[src/rtl/ifu_line_responder.sv]
// ifu_line_responder: memory-side responder for the IFU fetch port.
// Serves one 16-byte line per request as two 8-byte backing-memory beats
// and answers with a one-cycle ready pulse (err flags writes/out-of-range).
// Optional one-entry line buffer enabled by defining IFU_LINE_BUF_EN.
module ifu_line_responder #(
    parameter int unsigned       ADDR_W   = 64,
    parameter logic [ADDR_W-1:0] MEM_BASE = 64'h8000_0000,
    parameter logic [ADDR_W-1:0] MEM_SIZE = 64'h0800_0000
) (
    input  logic              clk,
    input  logic              rst,
    input  logic [ADDR_W-1:0] i_rw_addr_i,
    input  logic              i_rw_req_i,
    input  logic              i_rw_valid_i,
    output logic [127:0]      i_data_read_o,
    output logic              i_rw_ready_o,
    output logic              i_rw_err_o,
    output logic [ADDR_W-1:0] mem_raddr_o,
    output logic              mem_rvalid_o,
    input  logic [63:0]       mem_rdata_i,
    input  logic              mem_rready_i
);

    typedef enum logic [1:0] {
        IDLE,
        RD_LO,
        RD_HI,
        RESP
    } state_e;

    state_e            state_q;
    logic [ADDR_W-1:0] line_q;
    logic [63:0]       lo_q;
    logic              abort_q;
    logic [127:0]      data_q;
    logic              ready_q;
    logic              err_q;
    logic [ADDR_W-1:0] raddr_q;
    logic              rvalid_q;

    logic [ADDR_W-1:0] req_line;
    logic [ADDR_W:0]   range_lim;
    logic [ADDR_W:0]   line_last;
    logic              req_legal;
    logic              unused_addr_lo;

    assign req_line       = {i_rw_addr_i[ADDR_W-1:4], 4'b0000};
    assign unused_addr_lo = ^i_rw_addr_i[3:0];

    // Extra top bit keeps base+size and line+15 from wrapping, so a line
    // touching the top of the address space is judged correctly.
    assign range_lim = {1'b0, MEM_BASE} + {1'b0, MEM_SIZE};
    assign line_last = {1'b0, req_line} + (ADDR_W+1)'(15);
    assign req_legal = (req_line >= MEM_BASE) && (line_last < range_lim);

`ifdef IFU_LINE_BUF_EN
    logic [ADDR_W-1:0] buf_tag_q;
    logic [127:0]      buf_data_q;
    logic              buf_valid_q;
    logic              buf_hit;

    assign buf_hit = buf_valid_q && (buf_tag_q == req_line);
`endif

    assign i_data_read_o = data_q;
    assign i_rw_ready_o  = ready_q;
    assign i_rw_err_o    = err_q;
    assign mem_raddr_o   = raddr_q;
    assign mem_rvalid_o  = rvalid_q;

    // Request FSM with registered response and backing-read outputs.
    always_ff @(posedge clk or negedge rst) begin
        if (!rst) begin
            state_q     <= IDLE;
            line_q      <= '0;
            lo_q        <= '0;
            abort_q     <= 1'b0;
            data_q      <= '0;
            ready_q     <= 1'b0;
            err_q       <= 1'b0;
            raddr_q     <= '0;
            rvalid_q    <= 1'b0;
`ifdef IFU_LINE_BUF_EN
            buf_tag_q   <= '0;
            buf_data_q  <= '0;
            buf_valid_q <= 1'b0;
`endif
        end else begin
            case (state_q)
                IDLE: begin
                    if (i_rw_valid_i) begin
                        line_q  <= req_line;
                        abort_q <= 1'b0;
                        if (i_rw_req_i || !req_legal) begin
`ifdef IFU_LINE_BUF_EN
                            if (i_rw_req_i && (buf_tag_q == req_line)) begin
                                buf_valid_q <= 1'b0;
                            end
`endif
                            state_q <= RESP;
                            ready_q <= 1'b1;
                            err_q   <= 1'b1;
                            data_q  <= '0;
                        end
`ifdef IFU_LINE_BUF_EN
                        else if (buf_hit) begin
                            state_q <= RESP;
                            ready_q <= 1'b1;
                            err_q   <= 1'b0;
                            data_q  <= buf_data_q;
                        end
`endif
                        else begin
                            state_q  <= RD_LO;
                            rvalid_q <= 1'b1;
                            raddr_q  <= req_line;
                        end
                    end
                end
                RD_LO: begin
                    if (!i_rw_valid_i) begin
                        abort_q <= 1'b1;
                    end
                    if (mem_rready_i) begin
                        lo_q    <= mem_rdata_i;
                        raddr_q <= line_q + ADDR_W'(8);
                        state_q <= RD_HI;
                    end
                end
                RD_HI: begin
                    if (mem_rready_i) begin
                        rvalid_q <= 1'b0;
                        abort_q  <= 1'b0;
`ifdef IFU_LINE_BUF_EN
                        buf_tag_q   <= line_q;
                        buf_data_q  <= {mem_rdata_i, lo_q};
                        buf_valid_q <= 1'b1;
`endif
                        // A flush seen on the completing cycle also suppresses the pulse.
                        if (abort_q || !i_rw_valid_i) begin
                            state_q <= IDLE;
                        end else begin
                            state_q <= RESP;
                            ready_q <= 1'b1;
                            err_q   <= 1'b0;
                            data_q  <= {mem_rdata_i, lo_q};
                        end
                    end else if (!i_rw_valid_i) begin
                        abort_q <= 1'b1;
                    end
                end
                RESP: begin
                    ready_q <= 1'b0;
                    err_q   <= 1'b0;
                    state_q <= IDLE;
                end
                default: begin
                    state_q <= IDLE;
                end
            endcase
        end
    end

endmodule

[config.mk]
export PLATFORM = sky130hd
export DESIGN_NAME = ifu_line_responder
export DESIGN_NICKNAME = d
export VERILOG_FILES = /design/src/rtl/ifu_line_responder.sv
export SDC_FILE = /design/constraint.sdc
export NUM_CORES = 1
export LEC_CHECK = 0
export BUFFER_PORTS_ARGS = -buffer_cell sky130_fd_sc_hd__buf_2
export CORE_MARGIN = 10
export CORE_UTILIZATION = 53
export CTS_CLUSTER_DIAMETER = 100
export CTS_CLUSTER_SIZE = 8
export DETAILED_ROUTE_END_ITERATION = 10
export HOLD_SLACK_MARGIN = 0.15
export PLACE_DENSITY = 0.84
export SYNTH_ARGS = -nofsm -noshare
export SYNTH_HDL_FRONTEND = slang
export SYNTH_SLANG_ARGS = --single-unit
[constraint.sdc]
create_clock -name clk -period 3.75 [get_ports clk]
set_clock_uncertainty 0.15 [all_clocks]
set_input_delay 0.75 -clock clk [delete_from_list [all_inputs] [get_ports clk]]
set_output_delay 0.75 -clock clk [all_outputs]
set_load 0.005 [all_outputs]
; Word-level counts from Yosys, hierarchy flattened
; Cells that the tools add are included.
; Widths: inputs -> output; s select.
[classes]
add_sub_neg = 2
n_mul = 0
n_div = 0
n_lt_le_gt_ge = 2
n_eq_ne = 9
n_shift = 0
n_mux = 31
bitwise = 0
n_reduce_logical = 18
[op_table]
columns = op, count
row1 = $mux 128, 4
row2 = $pmux 128 s2, 1
row3 = $mux 64, 3
row4 = $pmux 64 s2, 1
row5 = $add 64x4->65 const B, 1
row6 = $lt 65x32->1 const B, 1
row7 = $add 64x4->64 const B, 1
row8 = $ge 64x32->1 const B, 1
row9 = $mux 1, 12
row10 = $ne 2x2->1 const B, 6
row11 = $mux 2, 5
row12 = $reduce_and 5->1, 2
row13 = $pmux 1 s3, 3
row14 = $pmux 2 s4, 1
row15 = $reduce_and 4->1, 2
row16 = $reduce_and 2->1, 3
row17 = $reduce_bool 3->1, 2
row18 = $eq 2x2->1 const B, 2
row19 = $reduce_bool 2->1, 2
row20 = $reduce_and 3->1, 1
row21 = $eq 2x1->1 const B, 1
row22 = $logic_not 1->1, 2
row23 = $logic_not 2->1, 1
row24 = $logic_or 1x1->1, 2
row25 = 2 further kinds, 2
[totals]
reg_bits = 322
latch_bits = 0
ramBits = 0
rom_bits = 0
input_bits = 133
out_inout_bits = 195
word_cells = 71
memories = 0

; Longest topological paths before layout
; Gate-level depths: netlist (run 1).
[logic_depth]
word_depth = 8
ltp_mapped = 11

; Worst setup path after synthesis (run 1)
; No wires, ideal clock.
[synth_path]
path_kind = input port to flip-flop
from = input i_rw_addr_i[59]
to = register data_q[0] (netlist: i_data_read_o[0])
t_arrival_ps = 2293
slack_ps = 1186
stages = 8
path_buffers = 3
cell_sequence = nor4_2 nand4_2 or3_1 buf_2 and3_4 buf_12 buf_8 a22o_1
[synth_between]
elab_chain_cells = 7
word_cells_on_any_way = 8
classes_between = 1 x add/sub / 2 x order compare / 1 x eq/ne / 4 x reduce/logical
[synth_lines]
columns = element, line
row1 = start: declaration, 12  ; input logic [ADDR_W-1:0] i_rw_addr_i,
row2 = $add 64x4->65, 53  ; assign line_last = {1'b0, req_line} + (ADDR_W+1)'(15);
row3 = $lt 65x32->1, 54  ; assign req_legal = (req_line >= MEM_BASE) && (line_last < range_lim);
row4 = $logic_and 1x1->1 (*), 54
row5 = $logic_not 1->1 (*), 94  ; if (i_rw_req_i || !req_legal) begin
row6 = $logic_or 1x1->1 (*), 94
row7 = $ne 2x2->1 (no source line) (*), --
row8 = $reduce_and 5->1 (no source line) (*), --
row9 = end signal: assignment, 146  ; data_q <= {mem_rdata_i, lo_q};
row10 = end: declaration, 35  ; logic [127:0] data_q;
; Mark *: on every way between the ends. The rest lies on a longest branch, timed or not.
; A chain may end at the register's enable or synchronous reset.

; Worst setup path after layout (run 1)
[layout_path]
from = register state_q[1]
to = register data_q[14] (netlist: i_data_read_o[14])
[layout_between]
elab_chain_cells = 3
word_cells_on_any_way = 9
classes_between = 5 x eq/ne / 1 x mux / 3 x reduce/logical
[layout_lines]
columns = element, line
row1 = start: declaration, 31  ; state_e state_q;
row2 = start signal: assignment, 74  ; state_q <= IDLE;
row3 = start signal: assignment, 100  ; state_q <= RESP;
row4 = start signal: assignment, 114  ; state_q <= RD_LO;
row5 = $eq 2x2->1 / $logic_not 2->1 (equally long branches), 89  ; case (state_q)
row6 = $ne 2x2->1 (no source line) / $reduce_bool 2->1 (equally long branches), --
row7 = $reduce_and 5->1 (no source line), --
; Parallel ways exist; a longest one is shown, timed or not.

==> flow_metrics.py, run 1 <==
metrics = {
    "pwr": {
        "p_int_uw": 9760,
        "netSwitchingPower_uw": 4730,
        "total_power_uw": 14500,
        "power_density_mw_per_mm2": 929,
        "pwr-share-clk": 0.236,
        "pwr-share-comb": 0.346,
        "p_seq_frac": 0.418,
        "vdd_drop_max_v": 0.000531,
        "p_leak_uw": 0.00751,
        "swShare": 0.327,
    },
    "route": {
        "routed_wl_um": 33500,
        "wl_met2_um": 15900,
        "drt_iter0_drc": 900,
        "dr_wl_met3_um": 3440,
        "drcViolationCount": 0,
        "num_vias": 8874,
        "detail_route.first_pass.iterations": 5,
        "via_per_inst": 5.83,
        "wirelength_met1_um": 13400,
        "ant_nets": 0,
        "drt-wirelength-per-cell_um": 22.0,
        "route.top_layer_used": "met5",
    },
    "clocking": {
        "cts_buffers": 45,
        "postCtsHoldBufs": 0,
        "postCtsSetupBuffers": 0,
        "clk_latency_ns": 0.52,
        "cts-root-buf": "clkbuf_16",
        "tritoncts": "yes",
        "htreeDepth": 2,
        "cts_resized": 0,
        "clockBufferDepth": 3,
        "numClockSinks": 319,
        "clk_pin_slew_worst_paths_ns": 0.05,
    },
    "layout": {
        "multi_input_area_sq_mm": 0.00418,
        "n_antenna_cell": 0,
        "layout.nets": 1338,
        "nFillCells": 1629,
        "area_growth_syn_to_layout_pct": 23.4,
        "seq_area_sq_mm": 0.00798,
        "drive_gt1_frac": 0.435,
    },
    "synthesis": {
        "syn_area_sq_mm": 0.0126,
        "synth-seq-cells": 319,
        "ys_warn_count": 0,
        "synth_cells": 885,
        "synth_cell_types": 38,
        "yosysTopAreaCellShare": 0.631,
        "synth.area.top_cells": "dfrtp_1 (63%), mux2_2 (11%), a22o_1 (8.9%)",
        "yosys.area.top_type": "dfrtp_1",
        "syn_avg_cell_area_sq_um": 14.3,
        "synth_seq_area_share": 0.631,
    },
    "setup_path": {
        "reg2reg_depth": 8,
        "endpoint_kind": "register",
        "cp.required_ns": 4.00,
        "crit_arrival_ns": 3.51,
        "worstSetupStartpointType": "register",
        "critPathMaxFanout": 59,
        "crit_type": "register to register",
    },
    "die": {
        "dieArea_sq_mm": 0.0304,
        "io_pins": 328,
        "num_rows": 56,
        "core_area_sq_mm": 0.0235,
        "die_x_um": 174,
        "initial_utilization": 0.539,
        "fp.dieH_um": 174,
    },
    "grt": {
        "grt_usage": 0.213,
        "grt_max_degree": 114,
        "antenna_found_initial": 1,
        "first_global_vias": 9332,
        "grt_pass1_wl_um": 52900,
        "grt_overflow": 0,
    },
    "timing": {
        "timing.fmax_ghz": 0.306,
        "worst_pin_slew_ns": 0.907,
        "relSlewSlack": 0.395,
        "tns_ns": 0,
        "setup_viol": 0,
        "layout_min_cycle_time_ns": 3.27,
        "rsz0062_at_grt": "no",
        "post-route-period-util": 0.871,
        "hold_viol": 0,
        "maxSlewViolCount": 0,
    },
    "run": {
        "cap_violations": 0,
    },
    "hold_path": {
        "worstHoldPathType": "input port to async pin",
    },
    "placed_design": {
        "post-dp-hpwl_um": 22500,
        "gp_congestion": 0.794,
        "portBuffers": 320,
    },
    "outcome": {
        "status": "completed",
    },
}
-- cells in the final DEF, fill, tap and decap left out, types with 3 or more instances in the layout --
cell       count
buf_2        319
mux2_2       124
a22o_1       128
nor2_1         8
buf_12         9
dfrtp_1      319
o21ai_0        4
clkbuf_16     45
conb_1         3
ha_1           3
nor4_1         4
a21oi_1      121
inv_1          8
nor4_2         3
nand2_1        3
buf_4         10
mux2i_1       64
-- kinds of logic after synthesis --
| logic type | Yosys count | share of synthesized area |
|---|---|---|
| other | 1 | 0.000297 |
| AO/OA/AOI/OAI | 262 | 0.145 |
| flip-flops | 319 | 0.631 |
| adder cells (fa/ha/maj) | 4 | 0.00396 |
| multiplexers | 188 | 0.161 |
| AND/OR/NAND/NOR | 31 | 0.0165 |
| buffers and inverters | 80 | 0.0421 |
-- cell type report --
class / count / area share
Multi-Input combinational cell: 488 / 0.268
Tap cell: 319 / 0.0256
Timing Repair Buffer: 339 / 0.120
Clock buffer: 46 / 0.0724
Clock inverter: 2 / 0.00112
Inverter: 8 / 0.00192
Sequential cell: 319 / 0.512
-- critical path, cell delays in order (launching register included) --
cell and delay, ns:
dfrtp_1 0.40, inv_1 0.15, ha_1 0.45, nor4b_4 0.29, nand4_2 0.18, or3_1 0.54
and3_4 0.40, buf_4 0.31, a22o_1 0.22
-- metrics by stage --
step | cells | utilization | cell area [sq um] | worst slack [ns] | hold WS [ns]
finish | 1521 | 0.665 | 15600 | 0.484 | 0.152
global route | 1521 | 0.665 | 15600 | 0.353 | 0.203
CTS | 1521 | 0.665 | 15600 | 0.499 | 0.186
detailed placement | 1473 | 0.616 | 14500 | 0.458 | 0.322
global placement | 1473 | 0.616 | 14500 | 0.522 | 0.313
floorplan | 887 | - | 12600 | 1.19 | 0.304
-- flip-flops by register name, indices dropped and copies added (netlist names) --
signal and cells:
mem_rvalid_o 1, lo_q 64, line_q 60, mem_raddr_o 61, abort_q 1, state_q 2
i_rw_err_o 1, i_rw_ready_o 1, i_data_read_o 128
-- synth_stat cells (all sizes together) --
cell type / number
and3: 1
a32o: 1
nor4: 7
nor3: 1
and2: 1
mux2i: 64
conb: 1
o22a: 1
or3: 1
nand2: 5
buf: 45
o21ai: 4
inv: 8
dfrtp: 319
o32ai: 1
o31ai: 1
nand3: 1
a22o: 128
clkbuf: 27
mux2: 124
a21oi: 122
a21boi: 1
nor2: 8
o31a: 1
nand4: 3
o41ai: 1
nor4b: 2
ha: 4
nand2b: 1
a31o: 1
-- power groups by stage --
stage	registers [uW]	logic, uW	clock network, uW
finish	6070	5010	3420
global placement	5960	4860	0
global route	6250	5490	3650
floorplan	5960	3130	0
CTS	6050	5090	3490
detailed placement	6060	5040	0
-- per-layer routing --
layer,up-vias,global-route usage
met2,420,0.342
met5,-,0
met4,2,0.0549
met3,55,0.0739
li1,3898,-
met1,4499,0.272
-- final timing paths --
kind | from | slack [ns] | end
max | state_q[1]$_DFFE_PN0P_ | 0.48 | i_data_read_o[14]$_DFFE_PN0P_
min | rst | 0.15 | i_data_read_o[116]$_DFFE_PN0P_
max reg2reg | state_q[1]$_DFFE_PN0P_ | 0.48 | i_data_read_o[14]$_DFFE_PN0P_
min reg2reg | lo_q[7]$_DFFE_PN0P_ | 0.33 | i_data_read_o[7]$_DFFE_PN0P_
max in group asynchronous | rst | 2.42 | line_q[19]$_DFFE_PN0P_
min in group clk | mem_rdata_i[51] | 0.32 | i_data_read_o[115]$_DFFE_PN0P_
Power figures use the tool's default switching activity.
==> run 2: changes to the inputs <==
- CORE_ASPECT_RATIO: unset -> 0.8
- SLEW_MARGIN: unset -> 10
==> run 2 against run 1 <==
  * Non-clock buffer count grew 1
  * Utilization up 0.26 points
  * Sequential power about the same
  * Clock power grew 2%
  * Global-route usage rose by 0.57 points
  * Worst setup slack better by 0.26 ns
  * Highest routed layer unchanged
==> flow_metrics.py, run 2 (synthesis results as in run 1) <==
metrics = {
    "outcome": {
        "status": "completed",
    },
    "die": {
        "num_rows": 50,
        "dieArea_sq_mm": 0.0305,
        "fp.dieH_um": 158,
        "initial_utilization": 0.539,
        "io_pins": 328,
        "core_area_sq_mm": 0.0235,
        "die_x_um": 193,
    },
    "timing": {
        "timing.fmax_ghz": 0.333,
        "rsz0062_at_grt": "no",
        "maxSlewViolCount": 0,
        "setup_viol": 0,
        "relSlewSlack": 0.490,
        "finalWorstSetupSlack_ns": 0.748,
        "tns_ns": 0,
        "post-route-period-util": 0.800,
        "worst_pin_slew_ns": 0.765,
        "hold_viol": 0,
        "layout_min_cycle_time_ns": 3.00,
    },
    "setup_path": {
        "slowest_stage": "or3_1",
        "crit_chain": "inv_1 > ha_1 > nor4b_4 > nand4_2 > or3_1 > and3_4 > buf_4 > a22o_1",
        "endpoint_kind": "register",
        "cp.required_ns": 3.99,
        "critPathLaunch": "state_q[1]$_DFFE_PN0P_",
        "max_stage_delay_ns": 0.54,
        "critPathMaxFanout": 55,
        "worstSetupStartpointType": "register",
        "path_buf_inv": 2,
        "r2r_start": "state_q[1]$_DFFE_PN0P_",
        "crit_arrival_ns": 3.24,
        "cp_top_family": "simple AND/OR/NAND/NOR gates",
        "crit_type": "register to register",
    },
    "route": {
        "num_vias": 8740,
        "drcViolationCount": 0,
        "drt_iter0_drc": 624,
        "routed_wl_um": 34300,
        "drt-wirelength-per-cell_um": 22.6,
        "detail_route.first_pass.iterations": 5,
        "via_per_inst": 5.75,
        "ant_nets": 0,
    },
    "clocking": {
        "clockBufferDepth": 3,
        "tritoncts": "yes",
        "cts_buffers": 45,
        "htreeDepth": 2,
        "postCtsSetupBuffers": 0,
        "postCtsHoldBufs": 0,
        "numClockSinks": 319,
        "cts_resized": 0,
        "clk_pin_slew_worst_paths_ns": 0.05,
        "clk_latency_ns": 0.51,
        "cts-root-buf": "clkbuf_16",
    },
    "grt": {
        "grt_max_degree": 101,
        "grt_overflow": 0,
        "first_global_vias": 9345,
        "antenna_found_initial": 9,
        "grt.met1_usage": 0.279,
        "grt_use_met3": 0.0745,
        "grt_usage": 0.219,
        "grt_pass1_wl_um": 53200,
        "grt.busiest_layer": "met2",
        "met2_usage": 0.352,
    },
    "pwr": {
        "p_leak_uw": 0.00753,
        "total_power_uw": 14600,
        "vdd_drop_max_v": 0.000469,
        "power_density_mw_per_mm2": 934,
    },
    "layout": {
        "area_growth_syn_to_layout_pct": 23.8,
        "largest_reg_flops": 128,
        "layout_common_cells": "dfrtp_1 (319), buf_2 (319), a22o_1 (128)",
        "drive_gt1_frac": 0.436,
        "layout.nets": 1339,
        "utilization": 0.667,
        "finalInstanceArea_sq_mm": 0.0157,
    },
    "placed_design": {
        "post-dp-hpwl_um": 23200,
        "place_ws_ns": 0.459,
        "portBuffers": 320,
        "place_area_sq_mm": 0.0145,
        "gp_congestion": 0.817,
    },
    "run": {
        "cap_violations": 0,
    },
    "hold_path": {
        "worstHoldPathType": "input port to async pin",
    },
}
==> run 2: final cells by class <==
type,count,area [sq um]
Antenna cell,5,12.5
Clock buffer,48,1180
Sequential cell,319,7980
Timing Repair Buffer,340,1870
Fill cell,1636,7800
Inverter,8,30.0
Tap cell,312,390
Clock inverter,1,8.76
Multi-Input combinational cell,488,4180
==> run 2: final timing paths <==
kind / endpoint / slack, ns / cells past startpoint
setup / recovery: i_data_read_o[123]$_DFFE_PN0P_ / 0.75 / 8
hold / removal: i_data_read_o[43]$_DFFE_PN0P_ / 0.13 / 1
setup reg to reg: i_data_read_o[123]$_DFFE_PN0P_ / 0.75 / 8
hold reg to reg: i_data_read_o[38]$_DFFE_PN0P_ / 0.33 / 1
max in group asynchronous: line_q[24]$_DFFE_PN0P_ / 2.42 / 2
min in group clk: i_data_read_o[79]$_DFFE_PN0P_ / 0.32 / 2
==> run 2: power by group <==
part | internal (uW) | switching (uW) | total (uW) | leakage, uW
clock network | 2180 | 1320 | 3500 | 0.000585
logic | 2550 | 2490 | 5040 | 0.00307
registers | 5130 | 948 | 6080 | 0.00388
==> run 2: metrics by stage <==
step | hold WS [ns] | instances
3_3_place_gp | 0.314 | 1467
4_1_cts | 0.165 | 1516
2_1_floorplan | 0.304 | 887
5_1_grt | 0.186 | 1518
6_report | 0.133 | 1521
3_5_place_dp | 0.321 | 1467
==> run 2: routing by layer <==
| metal | routed length (um) | vias to the layer above | part of all wire |
|---|---|---|---|
| li1 | - | 3899 | - |
| met4 | 485 | 8 | 0.014 |
| met1 | 13700 | 4389 | 0.40 |
| met5 | 48 | - | 0.0014 |
| met3 | 3610 | 50 | 0.11 |
| met2 | 16500 | 394 | 0.48 |
==> run 3: changes to the inputs <==
- CORE_UTILIZATION: 53 -> 48
- PLACE_DENSITY: 0.84 -> 0.8
- clock period: 3.75 -> 2.4 ns (I/O delays scaled with it)
==> run 3 against run 2 <==
  * The flow now finishes with violations (setup timing)
  * Count of clock-buffer cells in the layout is 1 lower
  * Worst setup slack worse by 0.86 ns
  * Via count is 17% higher
  * Hold slack better by 0.0073 ns
  * Largest power group is now combinational cells
==> flow_metrics.py, run 3 (synthesis results as in run 1) <==
metrics = {
    "outcome": {
        "status": "finished, violations left",
        "violations": "setup timing",
    },
    "pwr": {
        "power_density_mw_per_mm2": 1400,
        "vdd_drop_max_v": 0.000706,
        "total_power_uw": 25600,
        "p_leak_uw": 0.00869,
    },
    "layout": {
        "final_common_cell": "dfrtp_1",
        "largest_reg_flops": 128,
        "layout.nets": 1534,
        "drive_gt1_frac": 0.476,
        "utilization": 0.702,
        "layout_common_cells": "dfrtp_1 (319), buf_2 (310), a22o_1 (128)",
        "area_growth_syn_to_layout_pct": 45.1,
    },
    "die": {
        "core_area_sq_mm": 0.0261,
        "fp.dieH_um": 165,
        "initial_utilization": 0.484,
        "die_x_um": 201,
        "io_pins": 328,
        "num_rows": 53,
        "dieArea_sq_mm": 0.0333,
    },
    "clocking": {
        "clk_pin_slew_worst_paths_ns": 0.05,
        "postCtsHoldBufs": 122,
        "cts_buffers": 45,
        "cts-root-buf": "clkbuf_16",
        "tritoncts": "yes",
        "htreeDepth": 2,
        "clockBufferDepth": 3,
        "clk_latency_ns": 0.54,
        "numClockSinks": 319,
    },
    "placed_design": {
        "portBuffers": 320,
        "place_ws_ns": -0.243,
        "post-dp-hpwl_um": 24100,
        "gp_congestion": 0.784,
    },
    "hold_path": {
        "worstHoldPathType": "input port to register",
    },
    "route": {
        "num_vias": 10200,
        "routed_wl_um": 43800,
        "drt-wirelength-per-cell_um": 24.9,
        "drt_iter0_drc": 573,
        "detail_route.first_pass.iterations": 5,
        "via_per_inst": 5.80,
        "drcViolationCount": 0,
        "ant_nets": 0,
    },
    "setup_path": {
        "crit_type": "input port to register",
        "crit_arrival_ns": 2.81,
        "cp.required_ns": 2.71,
        "endpoint_kind": "register",
        "critPathMaxFanout": 6,
        "worstSetupStartpointType": "input port",
    },
    "timing": {
        "timing.hold.ws_ns": 0.140,
        "worst_pin_slew_ns": 0.530,
        "rsz0062_at_grt": "yes",
        "layout_min_cycle_time_ns": 2.51,
        "timing.fmax_ghz": 0.399,
        "setup_viol": 77,
        "finalWorstSetupSlack_ns": -0.109,
        "relSlewSlack": 0.647,
        "post-route-period-util": 1.05,
        "maxSlewViolCount": 0,
        "tns_ns": -3.91,
        "hold_viol": 0,
    },
    "grt": {
        "grt_pass1_wl_um": 61700,
        "first_global_vias": 10800,
        "antenna_found_initial": 2,
        "grt_max_degree": 62,
        "grt_overflow": 0,
        "grt_usage": 0.230,
    },
    "run": {
        "cap_violations": 0,
    },
}
## run 3: changes by cell type in the layout (fill, tap and decap cells not counted), moves of 13 or more
cell           before  now
a21oi_2             0   53
a21oi_1           121   61
dlygate4sd3_1       0  116
buf_4              11   52
buf_12              9   22
clkbuf_16          47   62
## run 3: critical path: stages
cell and delay, ns:
dlygate4sd3_1 0.59, nor4_2 0.28, nand2_1 0.16, or3_4 0.45
nand4_1 0.21, buf_6 0.16, clkbuf_16 0.17, clkbuf_16 0.15
a22o_1 0.17
## run 3: area by class of cell
class                           count  area (sq um)
Inverter                            8          30.0
Antenna cell                        1          2.50
Sequential cell                   319          7980
Tap cell                          357           447
Timing Repair Buffer              535          4190
Fill cell                        1610          7790
Clock buffer                       47          1150
Multi-Input combinational cell    488          4500
Clock inverter                      2          36.3
## run 3: worst paths after layout
kind	from	endpoint	slack (ns)	cells after the start
worst min-delay path	i_rw_addr_i[60]	line_q[60]$_DFFE_PN0P_	0.14	2
max in group asynchronous	rst	mem_raddr_o[15]$_DFFE_PN0P_	0.99	3
min in group asynchronous	rst	i_data_read_o[113]$_DFFE_PN0P_	0.34	2
worst max-delay path	i_rw_addr_i[49]	i_data_read_o[98]$_DFFE_PN0P_	-0.11	9
worst min register to register	lo_q[19]$_DFFE_PN0P_	i_data_read_o[19]$_DFFE_PN0P_	0.32	1
worst max register to register	state_q[0]$_DFFE_PN0P_	i_data_read_o[98]$_DFFE_PN0P_	-0.06	10
## run 3: repair_timing
action	CTS	global route
resized for setup	1	97
gates cloned	0	21
buffers inserted	0	7
hold endpoints to repair	273	1
pin swaps	0	64
setup endpoints to repair	46	190
## run 3: report_power, final
part / leakage [uW] / internal, uW / switching [uW]
clock: 0.000585 / 3370 / 2250
combinational: 0.00422 / 5390 / 4950
sequential: 0.00388 / 8020 / 1660
total: 0.00869 / 16800 / 8860
## run 3: stage by stage
step                      area [sq um]  cells
final                            18300   1757
after global routing             18300   1756
after CTS                        17500   1737
after detailed placement         15100   1566
after global placement           15100   1566
after floorplan                  12700    887
## run 3: layer usage
layer  vias up  GRT usage  part of all wire
met5         -          0           0.00030
met4         2     0.0716             0.026
met3        98     0.0712             0.089
met2       568      0.396              0.50
met1      5237      0.274              0.39
li1       4279          -                 -
